$ cat config.mk
export PLATFORM = sky130hd
export DESIGN_NAME = add32_accum_seq
export DESIGN_NICKNAME = d
export VERILOG_FILES = /design/src/rtl/add32_accum_seq.sv
export SDC_FILE = /design/constraint.sdc
export NUM_CORES = 1
export LEC_CHECK = 0
export ABC_AREA = 1
export BUFFER_PORTS_ARGS = -buffer_cell sky130_fd_sc_hd__buf_2
export CAP_MARGIN = 25
export CORE_MARGIN = 2
export CORE_UTILIZATION = 35
export DETAILED_ROUTE_END_ITERATION = 8
export GPL_TIMING_DRIVEN = 1
export MAX_ROUTING_LAYER = met4
export PLACE_DENSITY = 0.76
export SLEW_MARGIN = 20
export SYNTH_ARGS = -nofsm -noshare
export SYNTH_HDL_FRONTEND = slang
export SYNTH_SLANG_ARGS = --single-unit
export TNS_END_PERCENT = 50
$ cat constraint.sdc
create_clock -name clk -period 1.85 [get_ports clk]
set_input_delay 0.185 -clock clk [delete_from_list [all_inputs] [get_ports clk]]
set_output_delay 0.185 -clock clk [all_outputs]
set_load 0.02 [all_outputs]
$ cat src/rtl/add32_accum_seq.sv
// add32_accum_seq: sequential accumulation controller around an external
// 32-bit adder. It feeds the adder with the accumulator (operand A) and the
// incoming word (operand B), then captures sum and carry-out on every accepted
// beat. When the last word of a packet is accepted, it presents the total, the
// beat count and the carry count until the downstream side takes them.
// Optional build macro: ADD32_SAT_EN selects saturating accumulation instead
// of modulo 2^32 wrap-around.
module add32_accum_seq #(
    parameter int CNT_W = 8
) (
    input  logic             clk,
    input  logic             rst,
    input  logic             in_valid,
    output logic             in_ready,
    input  logic [31:0]      in_data,
    input  logic             in_last,
    output logic [31:0]      add_a,
    output logic [31:0]      add_b,
    input  logic [31:0]      add_sum,
    input  logic             add_cout,
    output logic             out_valid,
    input  logic             out_ready,
    output logic [31:0]      out_sum,
    output logic [CNT_W-1:0] out_count,
    output logic [CNT_W-1:0] out_carries
);

    typedef enum logic [1:0] {
        IDLE = 2'd0,
        ACC  = 2'd1,
        HOLD = 2'd2
    } state_t;

    localparam logic [CNT_W-1:0] CNT_MAX = {CNT_W{1'b1}};
    localparam logic [CNT_W-1:0] CNT_ONE = CNT_W'(1);

    state_t           state;
    state_t           state_nxt;
    logic [31:0]      acc;
    logic [31:0]      acc_nxt;
    logic [CNT_W-1:0] count;
    logic [CNT_W-1:0] carries;
    logic             in_hs;
    logic             out_hs;

    assign in_ready    = (state != HOLD);
    assign out_valid   = (state == HOLD);
    assign in_hs       = in_valid && in_ready;
    assign out_hs      = out_valid && out_ready;

    assign add_a       = acc;
    assign add_b       = in_data;

    assign out_sum     = acc;
    assign out_count   = count;
    assign out_carries = carries;

    // Value the accumulator takes on an input handshake.
    always_comb begin
        acc_nxt = add_sum;
`ifdef ADD32_SAT_EN
        if (add_cout || (acc == 32'hFFFF_FFFF)) begin
            acc_nxt = 32'hFFFF_FFFF;
        end
`endif
    end

    // State register; reset drops any partial packet without a clock.
    always_ff @(posedge clk or posedge rst) begin
        if (rst) begin
            state <= IDLE;
        end else begin
            state <= state_nxt;
        end
    end

    // Next-state logic: accept beats until last, then hold until taken.
    always_comb begin
        state_nxt = state;
        case (state)
            IDLE: begin
                if (in_hs) begin
                    state_nxt = in_last ? HOLD : ACC;
                end
            end
            ACC: begin
                if (in_hs && in_last) begin
                    state_nxt = HOLD;
                end
            end
            HOLD: begin
                if (out_hs) begin
                    state_nxt = IDLE;
                end
            end
            default: state_nxt = IDLE;
        endcase
    end

    // Datapath: accumulate and count on input beats, clear when result is taken.
    always_ff @(posedge clk or posedge rst) begin
        if (rst) begin
            acc     <= 32'd0;
            count   <= '0;
            carries <= '0;
        end else if (out_hs) begin
            acc     <= 32'd0;
            count   <= '0;
            carries <= '0;
        end else if (in_hs) begin
            acc <= acc_nxt;
            if (count != CNT_MAX) begin
                count <= count + CNT_ONE;
            end
            if (add_cout && (carries != CNT_MAX)) begin
                carries <= carries + CNT_ONE;
            end
        end
    end

endmodule
==> metrics.cfg, run 1 <==
[run_status]
status = finished, final reports clean

[pwr]
ir_drop_mv = 0.728
p_seq_share_pct = 41.2
total_power_uw = 3550
p_per_area_mw_per_mm2 = 1100
cellLeakagePower_uw = 0.00184
internal-power_uw = 2250
clockPowerShare_pct = 26.3
pwr-share-comb_pct = 32.5
swShare_pct = 36.7
p_switching_uw = 1300

[grt]
antenna_found_initial = 0
grt_pass1_vias = 2098
grtUsageTotal_pct = 14.7
grt_pass1_wl_um = 10200
grt_max_degree = 29
grt_overflow = 0

[setup_path]
critPathArrivalTime_ns = 1.46
path_cells = nand2_4, buf_4, buf_2
critPathSlowestCell = dfrtp_1
required_ns = 1.66
cp_slowest_stage_delay_ns = 0.46
crit_type = flip-flop to output pin
crit_path_end_kind = output pin
path_max_fanout = 27
worst_setup_path_start_kind = flip-flop

[timing]
setup_viol = 0
rsz0062_at_grt = false
setup-tns-final_ns = 0
max_clock_freq_mhz = 608
fin_skew_ns = 0.00206
max_slew_margin_pct = 64.6
fin_crit_sh_pct = 88.9
worst_slack_ns = 0.206
tightest_slew_ns = 0.530
min_period_ns = 1.64
finalHoldViolCount = 0
drv_slew = 0

[floorplan]
die_x_um = 94.2
start_util_pct = 36.5
row_count = 32
core_area_mm2 = 0.00781
die_area_mm2 = 0.00888
dieHeight_um = 94.2
ios = 184

[logic_synthesis]
synth_most_common_cell = nand2_1
synth_commonest_cells = nand2_1 (81), nand3_1 (74), buf_4 (65), dfrtp_1 (50)
synthTopCellsByArea = dfrtp_1 (44%), buf_4 (17%), nand3_1 (13%), nand2_1 (11%), inv_1 (1.8%)
syn_nets = 419
yosysWarnings = 0
synth_edf_count = 0
ys_ff_latch = 50
synthFlopType = dfrtp_1
synth_area_leader_cell = dfrtp_1
yosysSeqAreaShare_pct = 43.9
synth.distinct_cells = 29
synthDominantCellAreaShare_pct = 43.9
syn_area_per_cell_um2 = 8.21
syn-instance-count = 347
synth.cell_area_mm2 = 0.00285
synth_async_sr_flop_share_pct = 100

[cells_and_area]
drive_above_1_share_pct = 36.8
antenna_cells = 0
nNetsFinal = 473
syn_to_final_growth_pct = 13.4

[detailed_routing]
vias = 2369
routed_via_density = 4.70
drt_iter0_markers = 91
firstDrtPassIters = 4
wl_um = 6440
drc = 0
ant_nets = 0
wl_per_cell_um = 12.8

[placement]
port_buffers = 119
dp_slack_ns = 0.396
globalplace.congestion = 0.856
hpwlAfterDp_um = 4880

[clock_network]
clock_path_buffers = 2
cts-root-buf = clkbuf_8
clk-insertion-delay-late_ns = 0.30
post_cts_resized = 0
cts_tree = done
cts_sinks = 50
cts_inserted_buffers = 5
cts_max_level = 2
path_clk_slew_ns = 0.09

[min_path]
hold_class = input pin to flip-flop

[flow_run]
cap_viol_max_count = 0

state kept, by name (all words and copies together) (netlist names):
register	cells
out_count	8
state	2
add_a	32
out_carries	8
layer usage:
| metal | track usage (%) | share of wire, % | up-vias |
|---|---|---|---|
| met5 | - | 0 | - |
| met4 | 3.86 | 1.3 | 0 |
| met3 | 3.45 | 8.4 | 14 |
| met2 | 23.9 | 46 | 97 |
| met1 | 18.4 | 44 | 1090 |
| li1 | - | - | 1168 |
repair_timing:
| action | in CTS | in global routing |
|---|---|---|
| hold buffers | 1 | 0 |
| endpoints found under the hold margin | 22 | 0 |
| setup buffers | 0 | 0 |
worst paths after layout:
| kind | from | to | slack (ns) | cells past startpoint |
|---|---|---|---|---|
| hold reg to reg | add_a[2] | add_a[2] | 0.52 | 2 |
| hold / removal | in_last | state[0] | 0.07 | 2 |
| setup / recovery | state[1] | in_ready | 0.21 | 3 |
| setup reg to reg | out_count[0] | out_count[2] | 0.38 | 6 |
| min in group asynchronous | rst | add_a[27] | 0.47 | 3 |
| max in group asynchronous | rst | state[1] | 0.86 | 4 |
area by class of cell:
cell class	count	area, um2
fillers	821	4580
flip-flops and latches	50	1250
multi-input cells	203	995
inverters	16	60.1
clock inverters	2	60.1
repair buffers	125	656
well taps	102	128
clock buffers	6	82.6
power by group through the flow:
stage | Combinational (uW) | Sequential, uW | Clock, uW
2_1_floorplan | 763 | 1690 | 0
3_3_place_gp | 1160 | 1480 | 0
3_5_place_dp | 1170 | 1490 | 0
4_1_cts | 1170 | 1470 | 969
5_1_grt | 1270 | 1500 | 1030
6_report | 1150 | 1460 | 933
critical path: cells and delay by family, from the launching register on:
family	cells	cell delay, ns
buf+inv	2	0.52
flops	1	0.46
simple gates	1	0.17
metrics by stage:
step	area (um2)	util, %	hold slack, ns	instances
global placement	3080	39.4	0.253	495
finish	3230	41.4	0.0674	504
CTS	3230	41.4	0.0529	504
global route	3230	41.4	0.0569	504
floorplan	2850	-	0.274	347
detailed placement	3080	39.4	0.263	495
cell usage in the layout, fill, tap and decap left out:
master	count
bufinv_16	2
inv_1	13
xnor2_1	1
buf_4	4
clkbuf_8	6
nand3_2	2
nor2_4	1
nor2_1	14
nand3_1	74
dlygate4sd3_1	1
inv_2	3
o21ai_4	1
o21ai_1	4
xor2_1	3
or2_2	2
o21ai_0	3
nand3b_1	1
nand4_1	3
a21oi_2	1
nand2_1	81
a31oi_1	1
nand2_2	4
dfrtp_1	50
buf_12	1
a21oi_1	1
a211oi_1	1
nand3_4	1
ha_1	2
nand2_4	1
nor3_1	1
buf_2	119
kinds of logic (layout without fill, tap and decap cells):
logic type / Yosys count / after routing / synth area share (%)
simple gates: 185 / 185 / 30.0
buf+inv: 94 / 149 / 21.2
flops: 50 / 50 / 43.9
compound gates: 12 / 12 / 2.77
xor+xnor: 4 / 4 / 1.23
fa+ha+maj: 2 / 2 / 0.878
Power figures use the tool's default switching activity.
==> inputs of run 2 (changes only) <==
- ABC_AREA: 1 -> not set
- PLACE_DENSITY: 0.76 -> 0.78
==> run 2 against run 1 <==
  * Setup slack lost 0.13 ns
  * Via count fell by 19%
  * Clock power shrank 1%
  * Sequential power about the same
  * Worst hold slack better by 0.040 ns
  * Synthesized cell count fell by 33%
  * Wire length is 13% lower
  * Power fell by 0.95%
  * Sequential cell count is the same
  * Count of clock-buffer cells in the layout is the same
  * Utilization is 0.21 points lower
  * Critical path depth increased by 2
  * Largest power group unchanged
==> metrics.cfg, run 2 <==
[logic_synthesis]
ys_ff_latch = 50
synth_most_common_cell = buf_4
synth_area_leader_cell = dfrtp_1
synth_commonest_cells = buf_4 (65), dfrtp_1 (50), a22o_1 (32), nand2_1 (7)
yosysSeqAreaShare_pct = 48.9
syn-instance-count = 232
yosysWarnings = 0
synth_async_sr_flop_share_pct = 100
synth.cell_area_mm2 = 0.00256
synthDominantCellAreaShare_pct = 48.9
synthTopCellsByArea = dfrtp_1 (49%), buf_4 (19%), a22o_1 (11%), nand3_1 (1.2%), o21ai_0 (1.2%)
syn_nets = 304
syn_area_per_cell_um2 = 11.0
synthFlopType = dfrtp_1
synth_edf_count = 0
synth.distinct_cells = 41

[cells_and_area]
antenna_cells = 0
fillers = 715
syn_to_final_growth_pct = 15.4
regArea_mm2 = 0.00125
drive_above_1_share_pct = 48.6
layout.cells.non_filler = 391
nNetsFinal = 363
largest_register_ff_count = 32
multiInputGateArea_um2 = 759
final_common_cell = buf_2
final_cell_mix = buf_2 (119), dfrtp_1 (50), a22o_1 (32), nand2_1 (7)

[timing]
tightest_slew_ns = 0.535
drv_slew = 0
finalHoldViolCount = 0
setup_viol = 0
min_period_ns = 1.78
max_slew_margin_pct = 64.3
fin_skew_ns = 0.00197
fin_crit_sh_pct = 96.0
setup-tns-final_ns = 0
max_clock_freq_mhz = 563

[setup_path]
critPathSlowestCell = or4_1
cp_slowest_stage_delay_ns = 0.49
crit_type = flip-flop to flip-flop
worstPathBufferInverterCount = 0
path_cells = ha_1, and4_1, nand2b_4, or4_1, a21oi_1
critPathArrivalTime_ns = 2.00
crit_path_end_kind = flip-flop
required_ns = 2.07
worst_setup_path_start_kind = flip-flop
path_max_fanout = 4
crit_family = simple AND/OR/NAND/NOR gates

[clock_network]
path_clk_slew_ns = 0.09
cts_max_level = 2
clock_path_buffers = 2
cts_sinks = 50
cts-root-buf = clkbuf_8
clk-insertion-delay-late_ns = 0.29
cts_inserted_buffers = 5
cts_tree = done

[grt]
grt_max_degree = 28
grt_overflow = 0
grt_pass1_wl_um = 8270
antenna_found_initial = 0
grtUsageTotal_pct = 13.7
grt_pass1_vias = 1706

[detailed_routing]
drc = 0
wl_um = 5590
ant_nets = 0
drt_iter0_markers = 56
routed_via_density = 4.90
firstDrtPassIters = 4
wl_per_cell_um = 14.3
vias = 1917

[placement]
hpwlAfterDp_um = 4180
globalplace.congestion = 0.821
port_buffers = 119
dp.cells = 381

[flow_run]
cap_viol_max_count = 0

[pwr]
cellLeakagePower_uw = 0.00152
p_per_area_mw_per_mm2 = 1190
total_power_uw = 3520
ir_drop_mv = 0.493

[floorplan]
ios = 184
core_area_mm2 = 0.00718
die_x_um = 89.5
row_count = 31
start_util_pct = 35.7
dieHeight_um = 89.5
die_area_mm2 = 0.00801

[min_path]
hold_class = input pin to flip-flop

[run_status]
status = finished, final reports clean

-- run 2: cell types whose count changed after synthesis, moves of 4 or more --
| cell | before | now |
|---|---|---|
| nand2_1 | 81 | 7 |
| o21ai_1 | 4 | 0 |
| a22o_1 | 0 | 32 |
| a21oi_1 | 1 | 5 |
| nand3_1 | 74 | 6 |
| nor2_1 | 14 | 5 |
| nand2_2 | 4 | 0 |
| inv_1 | 14 | 3 |
-- run 2: worst paths after layout --
| path | from | cells after the start | slack [ns] | end |
|---|---|---|---|---|
| max reg2reg | out_carries[0] | 5 | 0.07 | out_carries[7] |
| min reg2reg | state[1] | 1 | 0.46 | state[0] |
| min | add_sum[19] | 2 | 0.11 | add_a[19] |
| max in group asynchronous | rst | 4 | 0.85 | add_a[21] |
| min in group asynchronous | rst | 3 | 0.48 | out_carries[7] |
| max | out_carries[0] | 5 | 0.07 | out_carries[7] |
-- run 2: logic make-up (layout without fill, tap and decap cells) --
family / Yosys count / in the layout / synth area share, %
xor+xnor: 1 / 1 / 0.342
compound gates: 62 / 62 / 18.9
buf+inv: 78 / 138 / 21.7
simple gates: 38 / 38 / 8.75
flops: 50 / 50 / 48.9
fa+ha+maj: 2 / 2 / 0.977
mux: 1 / 1 / 0.391
-- run 2: final cells by class --
| cell class | count | share of cell area [%] |
|---|---|---|
| Clock buffer | 6 | 2.79 |
| Tap cell | 99 | 4.19 |
| Timing Repair Buffer | 126 | 22.4 |
| Clock inverter | 2 | 2.03 |
| Sequential cell | 50 | 42.3 |
| Multi-Input combinational cell | 104 | 25.7 |
| Inverter | 4 | 0.508 |
-- run 2: report_power, final --
group	switching, uW	internal, uW
combinational	705	424
clock	347	576
sequential	186	1280
-- run 2: per-layer routing --
metal	vias up	share of wire, %	global-route usage (%)	wire length, um
met5	-	0	-	0
met4	0	1.2	4.75	68
met3	16	7.0	3.88	393
met2	88	50	22.3	2790
met1	922	42	16.3	2340
li1	891	-	-	-
-- run 2: metrics by stage --
stage / utilization (%) / setup WS, ns / hold slack [ns] / area (um2)
final: 41.2 / 0.0733 / 0.108 / 2960
after CTS: 41.0 / 0.0722 / 0.0977 / 2940
after global routing: 41.2 / -0.00188 / 0.0933 / 2960
after global placement: 38.8 / 0.160 / 0.260 / 2790
after detailed placement: 38.8 / 0.104 / 0.274 / 2790
after floorplan: - / 0.102 / 0.296 / 2560
-- run 2: timing repair --
action / 4_1_cts / 5_1_grt
hold buffers: 1 / 0
gates resized for setup: 0 / 1
endpoints found under the hold margin: 23 / 0
setup buffers: 0 / 1
setup endpoints to repair: 0 / 1
==> inputs of run 3 (changes only) <==
- BUFFER_PORTS_ARGS: -buffer_cell sky130_fd_sc_hd__buf_2 -> -buffer_cell sky130_fd_sc_hd__buf_4
==> run 3 against run 2 <==
  * Clock power is 31% lower
  * Sequential share of layout area is 3.2 points lower
  * Combinational power is 14% higher
  * Worst hold slack better by 0.0027 ns
  * Power is 2.9% lower
  * Sequential power hardly changed
  * Final cell count is 0.26% lower
  * Fmax is 2.9% higher
  * Via count is 0.16% lower
  * Setup slack better by 0.050 ns
  * Sequential cell count stayed put
  * Critical path type unchanged
  * Highest routed layer unchanged
==> metrics.cfg, run 3 (synthesis gave the netlist of run 2 again) <==
[timing]
tightest_slew_ns = 0.540
drv_slew = 0
max_clock_freq_mhz = 579
worst_slack_ns = 0.123
finalHoldViolCount = 0
fin_crit_sh_pct = 93.4
setup_viol = 0
rsz0062_at_grt = false
setup-tns-final_ns = 0
fin_skew_ns = 0.00166
min_period_ns = 1.73
max_slew_margin_pct = 63.9

[cells_and_area]
final_common_cell = buf_4
drive_above_1_share_pct = 48.1
antenna_cells = 0
largest_register_ff_count = 32
postLayoutCoreUtil_pct = 44.5
layout.cells.non_filler = 390
syn_to_final_growth_pct = 24.8
nNetsFinal = 362
fin_area_mm2 = 0.00319
final_cell_mix = buf_4 (123), dfrtp_1 (50), a22o_1 (32), nand2_1 (7)

[floorplan]
start_util_pct = 35.7
row_count = 31
die_area_mm2 = 0.00801
dieHeight_um = 89.5
core_area_mm2 = 0.00718
die_x_um = 89.5
ios = 184

[setup_path]
crit_type = flip-flop to flip-flop
critPathArrivalTime_ns = 1.95
crit_path_end_kind = flip-flop
required_ns = 2.07
path_max_fanout = 4
worst_setup_path_start_kind = flip-flop

[detailed_routing]
ant_nets = 0
routed_via_density = 4.91
drc = 0
drt_iter0_markers = 45
wl_per_cell_um = 15.0
wl_um = 5840
vias = 1914
firstDrtPassIters = 4

[clock_network]
cts-root-buf = clkbuf_8
cts_inserted_buffers = 5
cts_tree = done
clk-insertion-delay-late_ns = 0.29
clock_path_buffers = 2
cts_max_level = 2
cts_sinks = 50
path_clk_slew_ns = 0.08
post_cts_buffers = 0

[flow_run]
cap_viol_max_count = 0

[placement]
port_buffers = 119
globalplace.congestion = 0.809
hpwlAfterDp_um = 4380
dp.cells = 381
placed_area_mm2 = 0.00309
dp_slack_ns = 0.122

[pwr]
p_per_area_mw_per_mm2 = 1070
cellLeakagePower_uw = 0.00157
ir_drop_mv = 0.412

[grt]
antenna_found_initial = 0
grt_pass1_wl_um = 8440
grtUsageTotal_pct = 14.1
grt_pass1_vias = 1733
grt_max_degree = 28
grt_overflow = 0

[min_path]
hold_class = input pin to flip-flop

[run_status]
status = finished, final reports clean

## run 3: worst paths after layout
| kind | start | end | slack [ns] | depth (start not counted) |
|---|---|---|---|---|
| max | out_carries[0] | out_carries[7] | 0.12 | 5 |
| min | add_sum[19] | add_a[19] | 0.11 | 2 |
| max reg2reg | out_carries[0] | out_carries[7] | 0.12 | 5 |
| min reg2reg | state[1] | state[0] | 0.46 | 1 |
| max in group asynchronous | rst | add_a[20] | 0.82 | 4 |
| min in group asynchronous | rst | out_carries[6] | 0.50 | 3 |
## run 3: report_power, final
| part | leakage (uW) | internal [uW] | switching, uW | total [uW] |
|---|---|---|---|---|
| Sequential | 0.000633 | 1280 | 205 | 1490 |
| Combinational | 0.000890 | 592 | 702 | 1290 |
| Clock | 0.0000482 | 302 | 334 | 636 |
| Total | 0.00157 | 2180 | 1240 | 3420 |
## run 3: timing repair
| item | 4_1_cts | 5_1_grt |
|---|---|---|
| setup endpoints to repair | 0 | 1 |
| hold endpoints to repair | 23 | 0 |
| hold buffers | 1 | 0 |
| resized for setup | 0 | 1 |
## run 3: per-stage QoR
step | power [uW] | hold WS (ns)
after floorplan | 2410 | 0.296
after global placement | 2780 | 0.266
after detailed placement | 2810 | 0.276
after CTS | 3470 | 0.0966
after global routing | 3640 | 0.0890
final | 3420 | 0.110
## run 3: final cells by class
cell class              count  area [um2]
clock buffers               7        86.3
inverters                   4        15.0
flip-flops and latches     50        1250
multi-input cells         104         759
well taps                  99         124
clock inverters             1        5.00
repair buffers            125         953
fillers                   670        3980
## run 3: critical path, stage by stage (launching register included)
cell and delay, ns:
dfrtp_1 0.42, ha_1 0.22, and4_1 0.24, nand2b_4 0.16, or4_1 0.46, a21oi_1 0.15
## run 3: per-layer routing
metal / vias up / wire, um / global-route usage, %
met5: - / 0 / -
met3: 21 / 407 / 3.88
met2: 82 / 2890 / 22.2
li1: 888 / - / -
met4: 0 / 112 / 4.88
met1: 923 / 2430 / 17.3
